--- config.mk ---
export PLATFORM = sky130hd
export DESIGN_NAME = inst_encoder
export DESIGN_NICKNAME = d
export VERILOG_FILES = /design/src/rtl/inst_encoder_pkg.sv /design/src/rtl/inst_enc_fifo.sv /design/src/rtl/inst_encoder.sv
export SDC_FILE = /design/constraint.sdc
export NUM_CORES = 1
export LEC_CHECK = 0
export ABC_AREA = 1
export BUFFER_PORTS_ARGS = -buffer_cell sky130_fd_sc_hd__clkbuf_2
export CAP_MARGIN = 20
export CORE_MARGIN = 3
export CORE_UTILIZATION = 25
export CTS_CLUSTER_DIAMETER = 50
export DETAILED_ROUTE_END_ITERATION = 12
export GPL_TIMING_DRIVEN = 1
export PLACE_DENSITY_LB_ADDON = 0.15
export REMOVE_ABC_BUFFERS = 1
export SKIP_LAST_GASP = 1
export SLEW_MARGIN = 40
export SYNTH_ARGS = -nofsm -noshare
export SYNTH_HDL_FRONTEND = slang
export SYNTH_SLANG_ARGS = --single-unit
--- constraint.sdc ---
create_clock -name clk -period 2.6 [get_ports clk]
set_input_delay 0 -clock clk [delete_from_list [all_inputs] [get_ports clk]]
set_output_delay 0 -clock clk [all_outputs]
set_load 0.005 [all_outputs]
--- src/rtl/inst_encoder_pkg.sv ---
// inst_encoder_pkg: instruction formats, opcodes and immediate range helper shared by the encoder.
package inst_encoder_pkg;
  typedef enum logic [2:0] {
    FMT_R = 3'd0,
    FMT_I = 3'd1,
    FMT_S = 3'd2,
    FMT_B = 3'd3,
    FMT_J = 3'd4,
    FMT_U = 3'd5
  } fmt_e;
  localparam logic [6:0] OP_OP     = 7'h33;
  localparam logic [6:0] OP_IMM    = 7'h13;
  localparam logic [6:0] OP_STORE  = 7'h23;
  localparam logic [6:0] OP_BRANCH = 7'h63;
  localparam logic [6:0] OP_JAL    = 7'h6f;
  localparam logic [6:0] OP_LUI    = 7'h37;
  localparam logic [31:0] NOP = {12'd0, 5'd0, 3'd0, 5'd0, OP_IMM};
  // True when v[63:lsb] are all copies of one bit, i.e. v fits a signed field of lsb+1 bits.
  function automatic logic sext_fits(input logic [63:0] v, input int unsigned lsb);
    logic [63:0] s;
    s = $signed(v) >>> lsb;
    return s == '0 || s == '1;
  endfunction
endpackage

--- src/rtl/inst_enc_fifo.sv ---
// inst_enc_fifo: power-of-two circular buffer holding encoded instructions in order.
module inst_enc_fifo #(
  parameter int DEPTH = 2,
  parameter int WIDTH = 33
) (
  input  logic             clk,
  input  logic             rst_n,
  input  logic             push,
  input  logic             pop,
  input  logic [WIDTH-1:0] din,
  output logic             full,
  output logic             empty,
  output logic [WIDTH-1:0] dout
);
  localparam int AW = $clog2(DEPTH);
  localparam int CW = AW + 1;
  logic [WIDTH-1:0] mem [DEPTH];
  logic [AW-1:0] wr_ptr, rd_ptr;
  logic [CW-1:0] count;
  assign full  = count == CW'(DEPTH);
  assign empty = count == '0;
  assign dout  = empty ? '0 : mem[rd_ptr];
  always_ff @(posedge clk) begin
    if (push) mem[wr_ptr] <= din;
  end
  always_ff @(posedge clk) begin
    if (!rst_n) begin
      wr_ptr <= '0;
      rd_ptr <= '0;
      count  <= '0;
    end else begin
      if (push) wr_ptr <= wr_ptr + AW'(1);
      if (pop) rd_ptr <= rd_ptr + AW'(1);
      count <= count + CW'(push) - CW'(pop);
    end
  end
endmodule

--- src/rtl/inst_encoder.sv ---
// inst_encoder: packs decoded fields into a 32-bit instruction, range-checks the immediate, buffers results.
module inst_encoder
  import inst_encoder_pkg::*;
#(
  parameter int DEPTH = 2
) (
  input  logic        clk,
  input  logic        rst_n,
  input  logic        in_valid,
  output logic        in_ready,
  input  logic [2:0]  in_fmt,
  input  logic [6:0]  in_opcode,
  input  logic [4:0]  in_rd,
  input  logic [4:0]  in_rs1,
  input  logic [4:0]  in_rs2,
  input  logic [2:0]  in_funct3,
  input  logic [6:0]  in_funct7,
  input  logic [63:0] in_imm,
  output logic        out_valid,
  input  logic        out_ready,
  output logic [31:0] out_inst,
  output logic        out_err,
  output logic [15:0] err_count
);
  fmt_e fmt;
  logic [31:0] enc;
  logic ok, push, pop, full, empty;
  logic [32:0] head;
  assign fmt = fmt_e'(in_fmt);
  assign enc =
    fmt == FMT_R ? {in_funct7, in_rs2, in_rs1, in_funct3, in_rd, in_opcode} :
    fmt == FMT_I ? {in_imm[11:0], in_rs1, in_funct3, in_rd, in_opcode} :
    fmt == FMT_S ? {in_imm[11:5], in_rs2, in_rs1, in_funct3, in_imm[4:0], in_opcode} :
    fmt == FMT_B ? {in_imm[12], in_imm[10:5], in_rs2, in_rs1, in_funct3, in_imm[4:1], in_imm[11], in_opcode} :
    fmt == FMT_J ? {in_imm[20], in_imm[10:1], in_imm[11], in_imm[19:12], in_rd, in_opcode} :
    fmt == FMT_U ? {in_imm[31:12], in_rd, in_opcode} : NOP;
  assign ok =
    fmt == FMT_R ? 1'b1 :
    fmt == FMT_I || fmt == FMT_S ? sext_fits(in_imm, 11) :
    fmt == FMT_B ? sext_fits(in_imm, 12) && !in_imm[0] :
    fmt == FMT_J ? sext_fits(in_imm, 20) && !in_imm[0] :
    fmt == FMT_U ? in_imm[11:0] == '0 && sext_fits(in_imm, 31) : 1'b0;
  assign in_ready  = !full;
  assign out_valid = !empty;
  assign push = in_valid && in_ready;
  assign pop  = out_valid && out_ready;
  assign {out_err, out_inst} = head;
  inst_enc_fifo #(.DEPTH(DEPTH), .WIDTH(33)) u_fifo (
    .clk   (clk),
    .rst_n (rst_n),
    .push  (push),
    .pop   (pop),
    .din   ({!ok, ok ? enc : NOP}),
    .full  (full),
    .empty (empty),
    .dout  (head)
  );
  always_ff @(posedge clk) begin
    if (!rst_n) err_count <= '0;
    else if (push && !ok && err_count != 16'hFFFF) err_count <= err_count + 16'd1;
  end
endmodule

==> metrics.md <==
| Metric | Value |
|---|---|
| Initial core utilization | 25.51% |
| Initial antenna violation count | 1 |
| Power Density | 622.6 nW/um^2 |
| DP HPWL | 13.35 mm |
| Die width | 152.7 um |
| Critical path class | reg2reg |
| TritonCTS clock tree | yes |
| GRT Util Overall | 15.36% |
| Detailed router's first-iteration violation count | about 250 |
| Clk Tree Root Cell | clkbuf_16 |
| Yosys Warn Count | 0 |
| WP buf/inv | 2 |
| Req. time, crit path | 2.85 ns |
| DP Worst Slack | 0.5077 ns |
| Layout Skew | 0.006796 ns |
| PortBufs | ~150 |
| Cell variety after synth | 35 |
| Pin count of the biggest net entering global routing | 34 |
| Placed cells | between 1000 and 1500 |
| Worst setup EP type | flop |
| Placed inst area | around 6500 um^2 |
| CP Launch Type | flop |
| Count of flip-flops with a built-in enable after synthesis | 66 |
| CTS Buffer Depth | 2 |
| Post-synthesis cell count | 743 |
| Crit path max fanout | 12 |
| Worst-Margin Slew | 0.5213 ns |
| Core Area | 21090 um^2 |
| Outcome | finished clean |
| Total CTS buffers | 9 |
| Average routed wire per standard cell | 15.20 um |
| Final hold violation count | 0 |
| First-pass GRT wire length | around 28 mm |
| Clock tree sinks | 87 |
| Synth top area cells | edfxtp_1, nand2_1, nor2_1 |
| Max-slew violation count | 0 |
| Synthesized flop and latch total | 87 |
| Crit-path most repeated cell | nor2_1 |
| Worst IR Drop VDD | slightly above 300 uV |
| Vias per cell | 4.475 |
| CTS H-tree lvls | 3 |
| Die area | 23320 um^2 |
| Slowest stage delay, CP | 0.40 ns |
| Routed vias | 5303 |
| Post-Layout Cell Count | 1185 |
| Leak Pwr | approximately 0.0032 uW |
| Max transition margin | 65.25% |
| Share of layout cells above drive strength 1 | 21.67% |
| CTS clk-pin slew, worst paths | about 0.060 ns |
| Crit path DAT | 2.37 ns |
| Register area share after synthesis | 44.65% |
| Avg Cell Area, Syn | 7.241 um^2 |
| Min cycle time layout | 2.125 ns |
| Fmax | 470.6 MHz |
| # DRC | 0 |
| Synth Cell Area | 5380 um^2 |
| Area grow syn2layout | 27.40% |
| Post-synth top area cell | edfxtp_1 |
| Fin worst setup slack | 0.4750 ns |
| Gpl congestion | 0.8553 |
| DRT antenna net count | 0 |
| Final Cell Area | 6854 um^2 |
| Final setup vio count | 0 |
| Number of global-route vias before repair | 5186 |
| Post-layout nets | 1010 |
| Clock latency on the worst-skew pair | 0.35 ns |
| Count leader, synth | nand2_1 |
| Top_reg_cell synth | edfxtp_1 |
| Floorplan row count | between 50 and 60 |
| RSZ-0062 raised after global routing | no |
| MaxCap Viol Count | 0 |
| Die Y-Extent | 152.7 um |
| Critical path's top delay family | simple AND/OR/NAND/NOR gates |
| Slowest cell on crit path | dfxtp_1 |
| Final worst-path cycle share | 81.73% |
| Cells along the critical path | ha_1 > and3_1 > nand3_1 > inv_1 > nand2_1 > nor2_1 > nand4_1 > inv_1 > nor2_1 > nor2_1 > nor2_1 |
| IO Pins | roughly 150 |
| Fin Hold WS | 0.02426 ns |
| Async S/R FF share, synth | 0% |
| List of most frequent post-synthesis cells | nand2_1, nor2_1, inv_1 |
| Number of detailed-route iterations in the first pass | 5 |
| Worst min path class | in2reg |
| GR Overflow Total | 0 |
| WL final | 18.01 mm |
| Synth top area share | 36.84% |
==> where the power goes <==
group	leakage [uW]	internal [uW]	total (uW)	switching (uW)
clock	0.000136	735	1280	550
combinational	0.00225	429	1250	826
sequential	0.000792	1680	1730	50.3
total	0.00318	2840	4270	1430
==> metal layers <==
layer | share of wire (%) | GRT usage [%] | routed length [um] | vias up
met1 | 48 | 21.11 | 8641 | 2386
li1 | - | - | - | 2748
met2 | 45 | 24.38 | 8136 | 151
met5 | 0 | 0 | 0 | -
met3 | 5.2 | 2.357 | 932 | 18
met4 | 1.7 | 5.982 | 304 | 0
==> worst min-delay path: cells and delay by family <==
kind	cells	cell delay, ns
buf+inv	2	0.15
compound gates	1	0.11
==> layout make-up <==
type                    count  area (um^2)
fillers                  2322        14230
multi-input cells         534         2501
flip-flops and latches     87         2402
repair buffers            175        950.9
inverters                  97        364.1
well taps                 275        344.1
clock buffers               9        225.2
clock inverters             7        63.81
diodes                      1        2.502
==> cell usage in the layout (no fill, tap or decap), types with 2 or more instances in the layout <==
| cell | n |
|---|---|
| o21bai_1 | 11 |
| nor2_1 | 110 |
| nor3_1 | 5 |
| buf_4 | 14 |
| inv_2 | 2 |
| nand4_1 | 21 |
| or2_2 | 3 |
| dlygate4sd3_1 | 8 |
| ha_1 | 3 |
| nand3_1 | 28 |
| nand2_1 | 225 |
| nand3_2 | 2 |
| a21oi_1 | 54 |
| o221ai_1 | 5 |
| edfxtp_1 | 66 |
| o22ai_1 | 6 |
| o211ai_1 | 4 |
| dfxtp_1 | 21 |
| nor2_4 | 4 |
| inv_1 | 95 |
| a22o_1 | 6 |
| clkbuf_16 | 9 |
| xor2_1 | 11 |
| o21ai_0 | 26 |
| clkinv_1 | 2 |
| clkbuf_2 | 153 |
==> sequential cells by signal, indices dropped and copies added (netlist names), named ones only <==
register,count
u_fifo.count,2
u_fifo.mem,66
u_fifo.rd_ptr,1
err_count,16
u_fifo.wr_ptr,1
==> logic make-up (layout without fill, tap and decap cells) <==
group	after synthesis	count (layout)	synth area share, %
simple gates	405	405	31.16
buf+inv	122	288	9.186
compound gates	115	115	12.51
flops	87	87	44.65
xor+xnor	11	11	1.791
fa+ha+maj	3	3	0.6977
other cells	0	1	0
==> repair_timing <==
item / in CTS / in global routing
resized for setup: 0 / 0
setup endpoints to repair: 0 / 0
hold endpoints to repair: 16 / 0
setup buffers: 0 / 0
hold buffers: 8 / 0
==> final timing paths <==
kind | depth (start not counted) | slack (ns) | from | end
hold reg to reg | 1 | 0.46 | u_fifo.rd_ptr$_SDFFE_PN0P_ | flop
setup reg to reg | 11 | 0.48 | err_count[1]$_SDFFE_PN0P_ | err_count[0]$_SDFFE_PN0P_
setup / recovery | 11 | 0.48 | err_count[1]$_SDFFE_PN0P_ | err_count[0]$_SDFFE_PN0P_
hold / removal | 3 | 0.02 | in_funct7[0] | u_fifo.mem[0][25]$_DFFE_PP_
==> per-stage QoR <==
stage               setup TNS (ns)  power, uW  utilization, %
global route                     0       4540           32.50
detailed placement               0       3036           30.74
CTS                              0       4343           32.49
global placement                 0       3041           30.74
finish                           0       4267           32.50
floorplan                 -0.06055       2365               -
(Power assumes the default switching activity.)
